--- src/rtl/id_scoreboard.sv ---
// id_scoreboard: decode-stage hazard and forwarding unit.
// Tracks the destination tags of the instructions in the post-decode stages
// (entry 0 = EX ... entry NSTG-1 = WB). For every source operand it picks the
// youngest matching producer, forwards its result, or raises a load-use stall
// when that producer is a load whose data is not yet available.
// Optional feature: define SB_STALL_CNT_EN to build a saturating stall-cycle
// counter on stall_cnt; otherwise stall_cnt is tied to zero.
module id_scoreboard #(
  parameter int XLEN     = 32,
  parameter int NSRC     = 2,
  parameter int NSTG     = 3,
  parameter int LOAD_LAT = 2
) (
  input  logic                                clk,
  input  logic                                rst,
  input  logic                                id_valid,
  input  logic [5*NSRC-1:0]                   id_src_idx,
  input  logic [NSRC-1:0]                     id_src_used,
  input  logic [XLEN*NSRC-1:0]                id_rf_data,
  input  logic                                id_wr,
  input  logic [4:0]                          id_rd,
  input  logic                                id_is_load,
  input  logic [XLEN*NSTG-1:0]                stg_data,
  input  logic                                pipe_hold,
  input  logic                                ex_flush,
  output logic [XLEN*NSRC-1:0]                src_value,
  output logic [$clog2(NSTG+1)*NSRC-1:0]      src_fwd_sel,
  output logic                                stall,
  output logic [31:0]                         stall_cnt
);

  localparam int SELW = $clog2(NSTG+1);

  // In-flight entry state: valid bit is control (reset), tag/load flag are data.
  logic       r_v  [NSTG];
  logic [4:0] r_rd [NSTG];
  logic       r_ld [NSTG];

  logic [XLEN*NSRC-1:0] w_src_value;
  logic [SELW*NSRC-1:0] w_sel;
  logic [NSRC-1:0]      w_blk;
  logic                 w_stall;
  logic                 w_new_v;

  // Youngest-hit search per source; entries are scanned oldest to youngest so
  // the last assignment made is the youngest match.
  always_comb begin
    w_src_value = id_rf_data;
    w_sel       = '0;
    w_blk       = '0;
    for (int k = 0; k < NSRC; k++) begin
      for (int j = NSTG-1; j >= 0; j--) begin
        if (id_src_used[k] && r_v[j] && (r_rd[j] != 5'd0) &&
            (r_rd[j] == id_src_idx[5*k +: 5])) begin
          if (r_ld[j] && (j < LOAD_LAT)) begin
            // Load data not ready yet: a younger hit always overrides older
            // forwardable ones, so fall back to the regfile and block.
            w_blk[k]                   = 1'b1;
            w_sel[SELW*k +: SELW]      = '0;
            w_src_value[XLEN*k +: XLEN] = id_rf_data[XLEN*k +: XLEN];
          end else begin
            w_blk[k]                   = 1'b0;
            w_sel[SELW*k +: SELW]      = SELW'(j + 1);
            w_src_value[XLEN*k +: XLEN] = stg_data[XLEN*j +: XLEN];
          end
        end
      end
    end
    w_stall = id_valid & ~ex_flush & (|w_blk);
    w_new_v = id_valid & id_wr & ~w_stall & ~ex_flush;
  end

  assign src_value   = w_src_value;
  assign src_fwd_sel = w_sel;
  assign stall       = w_stall;

  // Entry valid bits: shift toward WB; a flush kills the EX instruction as it
  // moves into entry 1, and the stalled/flushed ID slot enters as a bubble.
  always_ff @(posedge clk) begin
    if (rst) begin
      for (int j = 0; j < NSTG; j++) r_v[j] <= 1'b0;
    end else if (!pipe_hold) begin
      r_v[0] <= w_new_v;
      for (int j = 1; j < NSTG; j++)
        r_v[j] <= (j == 1) ? (r_v[0] & ~ex_flush) : r_v[j-1];
    end
  end

  // Entry tags and load flags shift alongside the valid bits.
  always_ff @(posedge clk) begin
    if (!pipe_hold) begin
      r_rd[0] <= id_rd;
      r_ld[0] <= id_is_load;
      for (int j = 1; j < NSTG; j++) begin
        r_rd[j] <= r_rd[j-1];
        r_ld[j] <= r_ld[j-1];
      end
    end
  end

`ifdef SB_STALL_CNT_EN
  logic [31:0] r_stall_cnt;

  // Count effective stall cycles (frozen cycles excluded), saturating.
  always_ff @(posedge clk) begin
    if (rst)
      r_stall_cnt <= '0;
    else if (w_stall && !pipe_hold && (r_stall_cnt != 32'hFFFF_FFFF))
      r_stall_cnt <= r_stall_cnt + 32'd1;
  end

  assign stall_cnt = r_stall_cnt;
`else
  assign stall_cnt = 32'd0;
`endif

endmodule

--- config.mk ---
export PLATFORM = sky130hd
export DESIGN_NAME = id_scoreboard
export DESIGN_NICKNAME = d
export VERILOG_FILES = /design/src/rtl/id_scoreboard.sv
export SDC_FILE = /design/constraint.sdc
export NUM_CORES = 1
export LEC_CHECK = 0
export CORE_MARGIN = 8
export CORE_UTILIZATION = 30
export DETAILED_ROUTE_END_ITERATION = 7
export GPL_TIMING_DRIVEN = 0
export PLACE_DENSITY = 0.7
export SETUP_SLACK_MARGIN = 0.2
export SLEW_MARGIN = 20
export SYNTH_ARGS = -nofsm -noshare
export SYNTH_HDL_FRONTEND = slang
export SYNTH_SLANG_ARGS = --single-unit
--- constraint.sdc ---
create_clock -name clk -period 5.99 [get_ports clk]
set_input_delay 0.8985 -clock clk [delete_from_list [all_inputs] [get_ports clk]]
set_output_delay 0.8985 -clock clk [all_outputs]
set_load 0.01 [all_outputs]
==> results of run 1 <==
[cells by family after synthesis]
family                    Yosys count  synth area share
and+or+nand+nor                   188             0.235
other                               1          0.000889
muxes                               4            0.0104
AOI/OAI and AO/OA                 224             0.407
xor gates and xnor gates           30            0.0623
buffers and inverters             116             0.142
DFF                                20             0.142
[power by group through the flow]
stage                     Clock [mW]  Combinational, mW  Sequential [mW]
final                          0.183              0.366            0.179
after global routing           0.188              0.390            0.180
after CTS                      0.184              0.364            0.179
after detailed placement           0              0.362            0.182
after global placement             0              0.361            0.181
after floorplan                    0              0.135            0.177
[per-layer routing]
layer  GRT usage  up-vias
li1            -     2799
met1       0.300     2746
met2       0.430      393
met3      0.0550       39
met4      0.0593        0
met5           0        -
[worst min-delay path by stage]
stage	start	to	slack (ns)	cells after the start
finish	r_rd[0][7]	r_rd[0][12]	0.58	0
global route	r_rd[0][9]	r_rd[0][14]	0.59	0
CTS	r_rd[0][9]	r_rd[0][14]	0.57	0
detailed placement	r_rd[0][9]	r_rd[0][14]	0.55	0
global placement	r_rd[0][2]	r_rd[0][7]	0.56	0
floorplan	r_rd[0][6]	r_rd[0][11]	0.51	0
[cell usage after synthesis, drive strengths merged (22+ instances only)]
cell	number	area (um^2)
or3	29	183
o311ai	22	193
o221a	25	282
a221oi	33	320
o21ai	28	144
nand3	53	265
buf	53	363
xnor2	26	228
clkbuf	32	120
a21oi	53	269
inv	31	116
a211o	27	236
nor2	44	165
[stage by stage]
stage / utilization / worst slack [ns] / hold WS (ns) / cells
CTS: 0.520 / 0.810 / 0.567 / 1050
detailed placement: 0.512 / 0.809 / 0.554 / 1046
global route: 0.520 / 0.518 / 0.589 / 1050
floorplan: - / 2.60 / 0.514 / 614
global placement: 0.512 / 0.851 / 0.556 / 1046
finish: 0.520 / 0.727 / 0.581 / 1050
[worst max-delay path: cells and delay by family]
kind / cells / cell delay (ns)
buffers and inverters: 3 / 1.60
and+or+nand+nor: 2 / 1.06
xor gates and xnor gates: 1 / 0.24
AOI/OAI and AO/OA: 3 / 0.56
[state kept, by name, summed over array words and instances (netlist names)]
register	count
r_ld	2
r_v	3
r_rd	15
[layout make-up]
class                   instances  area (um^2)
fillers                      1383         6640
multi-input cells             478         3130
repair buffers                252         2520
flip-flops and latches         20          601
plain buffers                  85          483
well taps                     180          225
inverters                      31          116
clock buffers                   3         75.1
clock inverters                 1         30.0
==> impl_summary.md, run 1 <==
Setup path
Traced cell by cell, the critical path runs through clkdlybuf4s50_1 > xnor2_1 > nand4_1 > nor3_1 > clkbuf_1 > a21oi_1 > a21oi_1 > o221a_2 > clkdlybuf4s50_1. The beginning of the worst register-to-register path is r_rd[0][3]. The register-to-register path setup slack is 3.33 ns.

The library cell contributing the largest single delay on the critical path is nor3_1. The endpoint identified for the worst register-to-register timing path is r_v[0][0]. The most critical setup path has its startpoint at id_src_idx[4]. The sort of element at the end of the critical path is an output pin.

The critical path startpoint category is an input pin. The required time of the critical path is 5.09 ns. The critical path is of the in -> out type. The critical path arrival is 4.36 ns.

Along the worst path, the maximum fanout reaches 10. The worst setup path endpoint is src_value[15]. For the worst flop-to-flop path, the logic depth is 6. The biggest cell delay along the critical path is 0.91 ns.

Pwr
Of the total power, the share spent switching nets is 0.294. The share of total power in sequential cells is 0.246. In this run the power spent charging and discharging nets is 214 uW. The leakage power is 2.57 nW.

The share of total power dissipated in the clock network is 0.251. The design internal power is 514 uW. The worst-case IR drop observed on VDD is 0.127 mV. In this run the power density over the cells is 101 nW/um^2.

The total power is 728 uW. Of the total power, combinational logic draws 0.503.

Place
The congestion estimate from routability-driven global placement came to 0.891. The placed wire-length estimate is 19300 um. The count of buffers added on input and output ports is 252.

After detailed placement, the total cell area comes to 7080 um^2.

CTS
The root buffer cell chosen for the clock tree is clkbuf_16. After clock tree synthesis, the clock-pin slew on the worst setup and hold paths is 0.05 ns. Post-CTS timing repair inserted 0 buffers for setup. The number of hold buffers added after CTS was 0. TritonCTS built the clock tree. The clock net sink count is 20. The insertion delay to the later sink of the worst-skew pair is 0.25 ns. The number of instances resized during post-cts repair is 0. The maximum level of the CTS H-tree is 1. The total CTS buffers is 3.

The maximum buffer depth of the clock tree is 2.

STA
The final number of setup-violating endpoints is 0. The final critical-path share of the clock period is 0.879. At the pin with the least slew margin, the transition time is 1.11 ns.

The number of pins with negative max-slew slack in the final report came to 0. The summed negative setup slack over all endpoints is 0 ns. The final count of hold timing violations came to 0.

The setup skew after layout is 0.00141 ns. The final critical delay including setup and external delays is 5.26 ns. Timing would allow up to 190 MHz. Setup repair after global routing left no endpoint under its margin. In this run the tightest slew margin relative to its limit is 0.256.

Yosys
Dividing the synthesized area by the synthesized cell count gives 7.23 um^2. Counting flops with an async set or reset pin after synthesis yields a share of 0. The count of unique library cells instantiated by Yosys is 54. The register bit count reported by yosys is 20. The post-synthesis cell count is 583.

Counting flops with a built-in enable in the synthesized netlist gives 20. The commonest register cell after synthesis is edfxtp_1. The sequential share of the synthesized area is 0.142. For this run, the number of Yosys warnings is 0. After synthesis the cells add up to 4220 um^2.

Run
The max-capacitance violation count is 0.

GRT
Entering global routing, the biggest net connects 18 pins. The first global-routing pass estimated 35100 um of wire. The number of global-route vias before repair is 5929.

Across every metal layer, demand over resource in global routing totals 0.247. The number of antenna violations at the first check in global routing was 0. The total global routing overflow is 0.

Die
The top-level port count is 285. The initial cell density of the core is 0.305. In this run the vertical extent of the chip is 135 um. The x dimension of the die is 135 um.

After floorplanning, the core was divided into 43 placement rows. The die outline area is 18100 um^2. The total area inside the core boundary comes to 13800 um^2.

Outcome
The flow ran to the end, and the final reports show no timing, DRC or antenna violations.

Detailed routing
In the detailed route, the total length drawn on met3 is 2550 um. The detail route stage leaves a number of antenna-violating nets equal to 0. For this block, the initial DRC count from the detailed router was 511. The number of remaining DRC errors is 0. The final layout contains routed wiring with a total length of 24200 um. The total number of vias is 5977. The met2 routed wirelength is 11600 um. Dividing the detail-routed wire length by the instance count gives 23.1 um.

Routed signal wires occupy layers up through met4. The number of search-and-repair iterations in the first detailed-routing pass is 6. After detailed routing, the number of vias per cell comes to 5.69. The detailed-route wire length on metal 1 is 9490 um.

Final layout
The synthesis-to-finish area growth is 70.4%. The final layout contains 1055 nets. In the final layout, the share of cells above drive strength 1 is 0.109. The most common library cell in the layout ignoring fill and taps is clkdlybuf4s50_1. The antenna cell count is 0. The top cell types in the final layout, fill and taps aside, are clkdlybuf4s50_1, nand3_1, a21oi_1.

The area of all placed cells without fillers is 7190 um^2.

Worst hold path
In this run the worst hold path is classified as reg -> reg.
No activity file was read; power rests on OpenSTA's default activity.
==> run 2, diff against run 1 <==
--- a/config.mk
+++ b/config.mk
@@ -7,11 +7,12 @@
 export LEC_CHECK = 0
 export CORE_MARGIN = 8
 export CORE_UTILIZATION = 30
+export CTS_CLUSTER_DIAMETER = 50
 export DETAILED_ROUTE_END_ITERATION = 7
 export GPL_TIMING_DRIVEN = 0
 export PLACE_DENSITY = 0.7
 export SETUP_SLACK_MARGIN = 0.2
-export SLEW_MARGIN = 20
+export SLEW_MARGIN = 10
 export SYNTH_ARGS = -nofsm -noshare
 export SYNTH_HDL_FRONTEND = slang
 export SYNTH_SLANG_ARGS = --single-unit
==> constraint.sdc (replaced) <==
create_clock -name clk -period 5.99 [get_ports clk]
set_input_delay 1.4975 -clock clk [delete_from_list [all_inputs] [get_ports clk]]
set_output_delay 1.4975 -clock clk [all_outputs]
set_load 0.01 [all_outputs]
==> impl_summary.md, run 2 (synthesis gave the netlist of run 1 again) <==
GRT
The global routing usage on met2 came to 0.436 (was 0.430). The total global routing track utilization is 0.247 (about the same). The layer carrying the most global-route usage was met2 (unchanged).

The largest net degree at the start of global routing was 18 (unchanged). The wire length of the first global-routing pass is 35200 um (was 35100 um). The number of antenna violations at the first check in global routing was 0 (unchanged).

The met1 usage in global routing came to 0.299 (was 0.300). The total global routing overflow is 0 (unchanged). The number of global-route vias before repair is 5963 (was 5929). The met3 capacity usage during global routing is 0.0539 (was 0.0550).

Detailed routing
The detailed router's first-iteration violation count is 487 (was 511). The number of search-and-repair iterations in the first detailed-routing pass is 5 (was 6). The total number of vias came to 6098 (was 5977). The detail-routed net length per standard cell is 23.0 um (was 23.1 um). The total wire length after detailed routing is 24500 um (was 24200 um).

The post-detailed-route via-to-cell ratio is 5.73 (was 5.69). The number of nets with antenna violations after routing came to 0 (unchanged). The number of remaining DRC errors is 0 (unchanged).

Setup path
The critical path startpoint category is an input pin (unchanged). The kind of critical path is in -> out (unchanged). The cell depth of the worst flop-to-flop path is 7 (was 6). The peak fanout along the critical path is 10 (unchanged).

The destination of the worst register-to-register timing path is r_v[0][0] (unchanged). The register-to-register path setup slack came to 3.50 ns (was 3.33 ns). The required time of the critical path is 4.49 ns (was 5.09 ns). The beginning of the worst register-to-register path is r_rd[0][6] (was r_rd[0][3]). The critical path arrival came to 4.26 ns (was 4.36 ns). The sort of element at the end of the critical path is an output pin (unchanged).

Final layout
The number of standard cells in the final layout excluding fillers came to 1065 (was 1050). The most common library cell in the layout ignoring fill and taps is clkdlybuf4s50_1 (unchanged). The most flop-heavy register is r_rd (unchanged). The number of nets in the final layout is 1070 (was 1055). The area of all placed cells without fillers is 7520 um^2 (was 7190 um^2). The antenna cell count is 0 (unchanged). The post-layout utilization of the core came to 0.544 (was 0.520). The flip-flop count of the largest register, all copies and words added was 15 (unchanged). The layout filler cell count is 1345 (was 1383).

Highest-count cells in the layout ignoring fill and taps: clkdlybuf4s50_1, buf_4, a21oi_1 (was clkdlybuf4s50_1, nand3_1, a21oi_1). The register area is 601 um^2 (unchanged). The synthesis-to-finish area growth was 78.3% (was 70.4%). The multi-input gate area in the final layout is 3260 um^2 (was 3130 um^2).

The share of cells above drive strength 1 is 0.157 (was 0.109). Largest registers: r_rd x15, r_v x3, r_ld x2 (unchanged).

Place
The number of buffers added on ports is 252 (unchanged). The global placement routability congestion is 0.891 (unchanged). The placed standard-cell area was 7080 um^2 (unchanged). The placed wire-length estimate was 19300 um (unchanged). The count of placed standard cells including taps is 1046 (unchanged).

Die
The floorplan die height is 135 um (unchanged). The x dimension of the die was 135 um (unchanged). The total core area is 13800 um^2 (unchanged). The floorplan row count is 43 (unchanged). The initial cell density of the core was 0.305 (unchanged). The die outline area was 18100 um^2 (unchanged). The top-level port count is 285 (unchanged).

STA
The headroom to the max-slew limit came to 0.523 (was 0.256). The setup skew after layout came to 0.00182 ns (was 0.00141 ns). The final critical-path share of the clock period is 0.961 (was 0.879).

The transition at the pin with the smallest max-transition slack is 0.716 ns (was 1.11 ns). The final critical delay including setup and external delays is 5.76 ns (was 5.26 ns). The maximum operating frequency is 174 MHz (was 190 MHz).

The final number of setup-violating endpoints came to 0 (unchanged). The final count of hold timing violations is 0 (unchanged). Unrepaired setup endpoints after global routing: true (was false).

The number of pins with negative max-slew slack in the final report was 0 (unchanged). The summed negative setup slack over all endpoints is 0 ns (unchanged).

CTS
The clock-pin transition on the worst setup and hold timing paths was 0.05 ns (about the same). The total CTS buffers is 3 (unchanged). The clock net sink count was 20 (unchanged). The count of hold buffers inserted by post-cts repair is 0 (unchanged). The maximum level of the CTS H-tree is 1 (unchanged).

The clock tree root buffer cell is clkbuf_16 (unchanged). The TritonCTS clock tree is yes (unchanged). The insertion delay to the later sink of the worst-skew pair is 0.26 ns (was 0.25 ns). The maximum buffer depth of the clock tree came to 2 (unchanged).

Worst hold path
The number of cells on the worst hold path is 0 (unchanged). The worst-case hold path end point was r_rd[0][14] (was r_rd[0][12]). The path category of the worst min-delay check is reg -> reg (unchanged).

The source of the worst hold timing path is r_rd[0][9] (was r_rd[0][7]).

Outcome
Outcome: finished clean (unchanged).

Pwr
The peak supply drop is 0.128 mV (was 0.127 mV). The total power is 734 uW (was 728 uW). The total power per unit cell area is 97.6 nW/um^2 (was 101 nW/um^2).

The leakage power is 2.96 nW (was 2.57 nW).

Run
The max-capacitance violation count came to 0 (unchanged).
==> run 2: cell count changes in the layout (fill, tap and decap cells not counted), moves of 7 or more <==
cell	previous run	this run
buf_4	35	53
dlymetal6s2s_1	0	20
clkbuf_2	0	7
dlygate4sd2_1	0	12
clkdlybuf4s50_1	252	220
clkbuf_1	32	18
==> run 2: repair_timing <==
action | in CTS | in global routing
setup endpoints to repair | 67 | 55
pin swaps | 3 | 8
buffers inserted | 7 | 8
resized for setup | 40 | 59
==> run 2: how the worst max path moves through the flow <==
stage / start / end / slack (ns)
finish: id_src_idx[0] / src_value[16] / 0.23
CTS: id_src_idx[6] / src_value[62] / 0.07
detailed placement: id_src_idx[2] / src_value[15] / -0.39
floorplan: id_src_idx[7] / src_value[39] / 1.40
global route: id_src_idx[0] / src_value[15] / 0.15
global placement: id_src_idx[4] / src_value[15] / -0.35
==> run 2: layer usage <==
| metal | routed length [um] | part of all wire | vias up |
|---|---|---|---|
| li1 | - | - | 2837 |
| met1 | 9560 | 0.39 | 2822 |
| met2 | 11900 | 0.49 | 405 |
| met3 | 2520 | 0.10 | 34 |
| met4 | 495 | 0.020 | 0 |
| met5 | 0 | 0 | - |
==> run 2: worst max-delay path, cell delays in order <==
cell and delay [ns]:
clkdlybuf4s50_1 0.58, xnor2_2 0.15, nand4_1 0.21, nor3_4 0.25, buf_4 0.15, and2_1 0.11
buf_2 0.22, clkbuf_4 0.25, a21oi_1 0.07, o221a_2 0.28, clkdlybuf4s50_1 0.49
==> run 2: through the flow <==
step	setup WS, ns	hold WS, ns
final	0.232	0.576
after global routing	0.149	0.590
after CTS	0.0687	0.567
after detailed placement	-0.389	0.554
after global placement	-0.347	0.556
after floorplan	1.40	0.514
==> run 2: area by class of cell <==
cell class	instances	area share
flip-flops and latches	20	0.0799
well taps	180	0.0300
clock buffers	3	0.00999
plain buffers	85	0.0722
inverters	31	0.0155
clock inverters	1	0.00399
repair buffers	267	0.355
multi-input cells	478	0.433
==> run 2: power by group <==
group          switching [mW]  internal, mW
Clock                  0.0510         0.133
Combinational           0.156         0.214
Sequential             0.0138         0.166
==> run 3, diff against run 2 <==
--- a/config.mk
+++ b/config.mk
@@ -11,6 +11,7 @@
 export DETAILED_ROUTE_END_ITERATION = 7
 export GPL_TIMING_DRIVEN = 0
 export PLACE_DENSITY = 0.7
+export REMOVE_ABC_BUFFERS = 1
 export SETUP_SLACK_MARGIN = 0.2
 export SLEW_MARGIN = 10
 export SYNTH_ARGS = -nofsm -noshare
==> impl_summary.md, run 3 (synthesis gave the netlist of run 1 again) <==
Setup path
The peak fanout along the critical path is 25 (was 10). The biggest cell delay along the critical path is 0.53 ns (was 0.58 ns). The kind of critical path is in -> out (unchanged). The cell depth of the worst flop-to-flop path is 7 (unchanged).

The required time of the critical path came to 4.49 ns (about the same). The destination of the worst register-to-register timing path is r_v[0][0] (unchanged). The critical path arrival was 4.21 ns (was 4.26 ns). The register-to-register path setup slack is 3.48 ns (was 3.50 ns).

The library cell contributing the largest single delay on the critical path is clkdlybuf4s50_1 (unchanged). The critical path startpoint category was an input pin (unchanged). Critical-path cell list: clkdlybuf4s50_1 > xor2_1 > nor4_4 > buf_4 > and4b_4 > buf_12 > a21o_4 > nand3_1 > o221a_2 > clkdlybuf4s50_1 (was clkdlybuf4s50_1 > xnor2_2 > nand4_1 > nor3_4 > buf_4 > and2_1 > buf_2 > clkbuf_4 > a21oi_1 > o221a_2 > clkdlybuf4s50_1). The beginning of the worst register-to-register path is r_rd[0][1] (was r_rd[0][6]). The library cell appearing most often on the critical path is clkdlybuf4s50_1 (unchanged). The sort of element at the end of the critical path was an output pin (unchanged).

Pwr
The share of total power in sequential cells is 0.265 (was 0.245). The proportion of power drawn by the clock network is 0.198 (was 0.250). The peak supply drop is 0.161 mV (was 0.128 mV). The leakage power is 2.72 nW (was 2.96 nW). The total power is 695 uW (was 734 uW). The total power per unit cell area is 93.5 nW/um^2 (was 97.6 nW/um^2). The power share of the combinational group is 0.537 (was 0.505).

The design internal power is 470 uW (was 513 uW). The net switching power figure is 225 uW (was 221 uW). The switching power share of the total is 0.324 (was 0.302).

Place
The placed wire-length estimate came to 16600 um (was 19300 um). The number of buffers added on ports is 252 (unchanged). The global placement routability congestion was 0.915 (was 0.891). The count of placed standard cells including taps is 981 (was 1046). The worst-case setup slack after placement came to -0.740 ns (was -0.389 ns).

Die
The die outline area is 18100 um^2 (unchanged). The floorplan row count is 43 (unchanged). The initial cell density of the core was 0.305 (unchanged). The x dimension of the die is 135 um (unchanged). The floorplan die height is 135 um (unchanged). The top-level port count is 285 (unchanged). The total core area is 13800 um^2 (unchanged).

Worst hold path
The worst-case hold path end point is r_rd[0][11] (was r_rd[0][14]). The number of cells on the worst hold path is 0 (unchanged). The source of the worst hold timing path is r_rd[0][6] (was r_rd[0][9]). The path category of the worst min-delay check is reg -> reg (unchanged).

CTS
The total CTS buffers is 3 (unchanged). The maximum level of the CTS H-tree is 1 (unchanged). The clock net sink count came to 20 (unchanged). The TritonCTS clock tree is yes (unchanged). The clock-pin transition on the worst setup and hold timing paths is 0.06 ns (was 0.05 ns). The insertion delay to the later sink of the worst-skew pair was 0.26 ns (about the same). The maximum buffer depth of the clock tree was 2 (unchanged).

The clock tree root buffer cell is clkbuf_16 (unchanged).

STA
The setup slack after layout is 0.281 ns (was 0.232 ns). The final critical-path share of the clock period is 0.953 (was 0.961). The headroom to the max-slew limit came to 0.398 (was 0.523). The summed negative setup slack over all endpoints is 0 ns (unchanged).

The transition at the pin with the smallest max-transition slack is 0.903 ns (was 0.716 ns). The final count of hold timing violations is 0 (unchanged). The final hold slack is 0.563 ns (was 0.576 ns).

The final number of setup-violating endpoints is 0 (unchanged). The number of pins with negative max-slew slack in the final report is 0 (unchanged). The maximum operating frequency is 175 MHz (was 174 MHz).

The final critical delay including setup and external delays was 5.71 ns (was 5.76 ns). Unrepaired setup endpoints after global routing: false (was true). The setup skew after layout is 0.00611 ns (was 0.00182 ns).

Final layout
The flip-flop count of the largest register, all copies and words added is 15 (unchanged). Largest registers: r_rd x15, r_v x3, r_ld x2 (unchanged). The antenna cell count is 0 (unchanged).

The most common library cell in the layout ignoring fill and taps is clkdlybuf4s50_1 (unchanged). The number of standard cells in the final layout excluding fillers is 1016 (was 1065). The layout filler cell count came to 1331 (was 1345).

The most flop-heavy register was r_rd (unchanged). The share of cells above drive strength 1 came to 0.140 (was 0.157). The synthesis-to-finish area growth was 76.4% (was 78.3%). The number of nets in the final layout came to 1021 (was 1070). Highest-count cells in the layout ignoring fill and taps: clkdlybuf4s50_1, a21oi_1, nand3_1 (was clkdlybuf4s50_1, buf_4, a21oi_1).

GRT
The total global routing track utilization is 0.246 (was 0.247). The number of global-route vias before repair came to 5993 (was 5963). The number of antenna violations at the first check in global routing is 0 (unchanged). The wire length of the first global-routing pass was 35300 um (was 35200 um). The largest net degree at the start of global routing is 32 (was 18). The total global routing overflow is 0 (unchanged).

Detailed routing
The number of nets with antenna violations after routing was 0 (unchanged). The detail-routed net length per standard cell is 23.8 um (was 23.0 um). The number of remaining DRC errors is 0 (unchanged).

The total number of vias was 6031 (was 6098). The total wire length after detailed routing came to 24200 um (was 24500 um). The detailed router's first-iteration violation count came to 653 (was 487). The post-detailed-route via-to-cell ratio is 5.94 (was 5.73). The number of search-and-repair iterations in the first detailed-routing pass is 5 (unchanged).

Run
The max-capacitance violation count is 0 (unchanged).

Outcome
Outcome: finished clean (unchanged).
-- run 3: metal layers --
layer	track usage	wire length (um)	vias to the layer above
li1	-	-	2766
met1	0.317	10000	2857
met2	0.415	11500	363
met3	0.0360	2070	45
met4	0.0705	513	0
met5	0	0	-
-- run 3: metrics by stage --
step	utilization	instance area (um^2)
2_1_floorplan	-	3850
3_3_place_gp	0.477	6600
3_5_place_dp	0.501	6930
4_1_cts	0.526	7270
5_1_grt	0.538	7440
6_report	0.538	7440
-- run 3: cell type report --
cell class,instances,area [um^2],area share
clock inverters,1,3.75,0.000505
repair buffers,297,3030,0.408
well taps,180,225,0.0303
multi-input cells,484,3380,0.455
clock buffers,3,75.1,0.0101
inverters,31,116,0.0156
flip-flops and latches,20,601,0.0808
-- run 3: what timing repair did --
| action | in CTS | in global routing |
|---|---|---|
| hold buffers | 0 | 0 |
| cloned | 5 | 1 |
| setup endpoints to repair | 67 | 59 |
| gates resized for setup | 27 | 24 |
| buffers inserted | 17 | 8 |
| pin swaps | 12 | 9 |
-- run 3: worst max-delay path, delay by kind of cell --
kind	cells	cell delay (ns)
buffers and inverters	4	1.35
and+or+nand+nor	3	0.66
AOI/OAI and AO/OA	2	0.48
xor gates and xnor gates	1	0.21
-- run 3: worst max-delay path by stage --
stage	start	slack (ns)	cells past startpoint	to
finish	id_src_idx[2]	0.28	10	src_value[18]
global route	id_src_idx[0]	0.18	11	src_value[8]
CTS	id_src_idx[9]	0.10	11	src_value[62]
detailed placement	id_src_idx[4]	-0.74	8	src_value[7]
global placement	id_src_idx[6]	-4.69	8	src_value[57]
floorplan	id_src_idx[7]	-0.54	5	src_value[39]
-- run 3: power groups by stage --
stage,registers [mW],clock network [mW],logic [mW]
floorplan,0.186,0,0.108
global placement,0.196,0,0.321
detailed placement,0.185,0,0.348
CTS,0.183,0.140,0.364
global route,0.185,0.145,0.394
finish,0.184,0.138,0.374
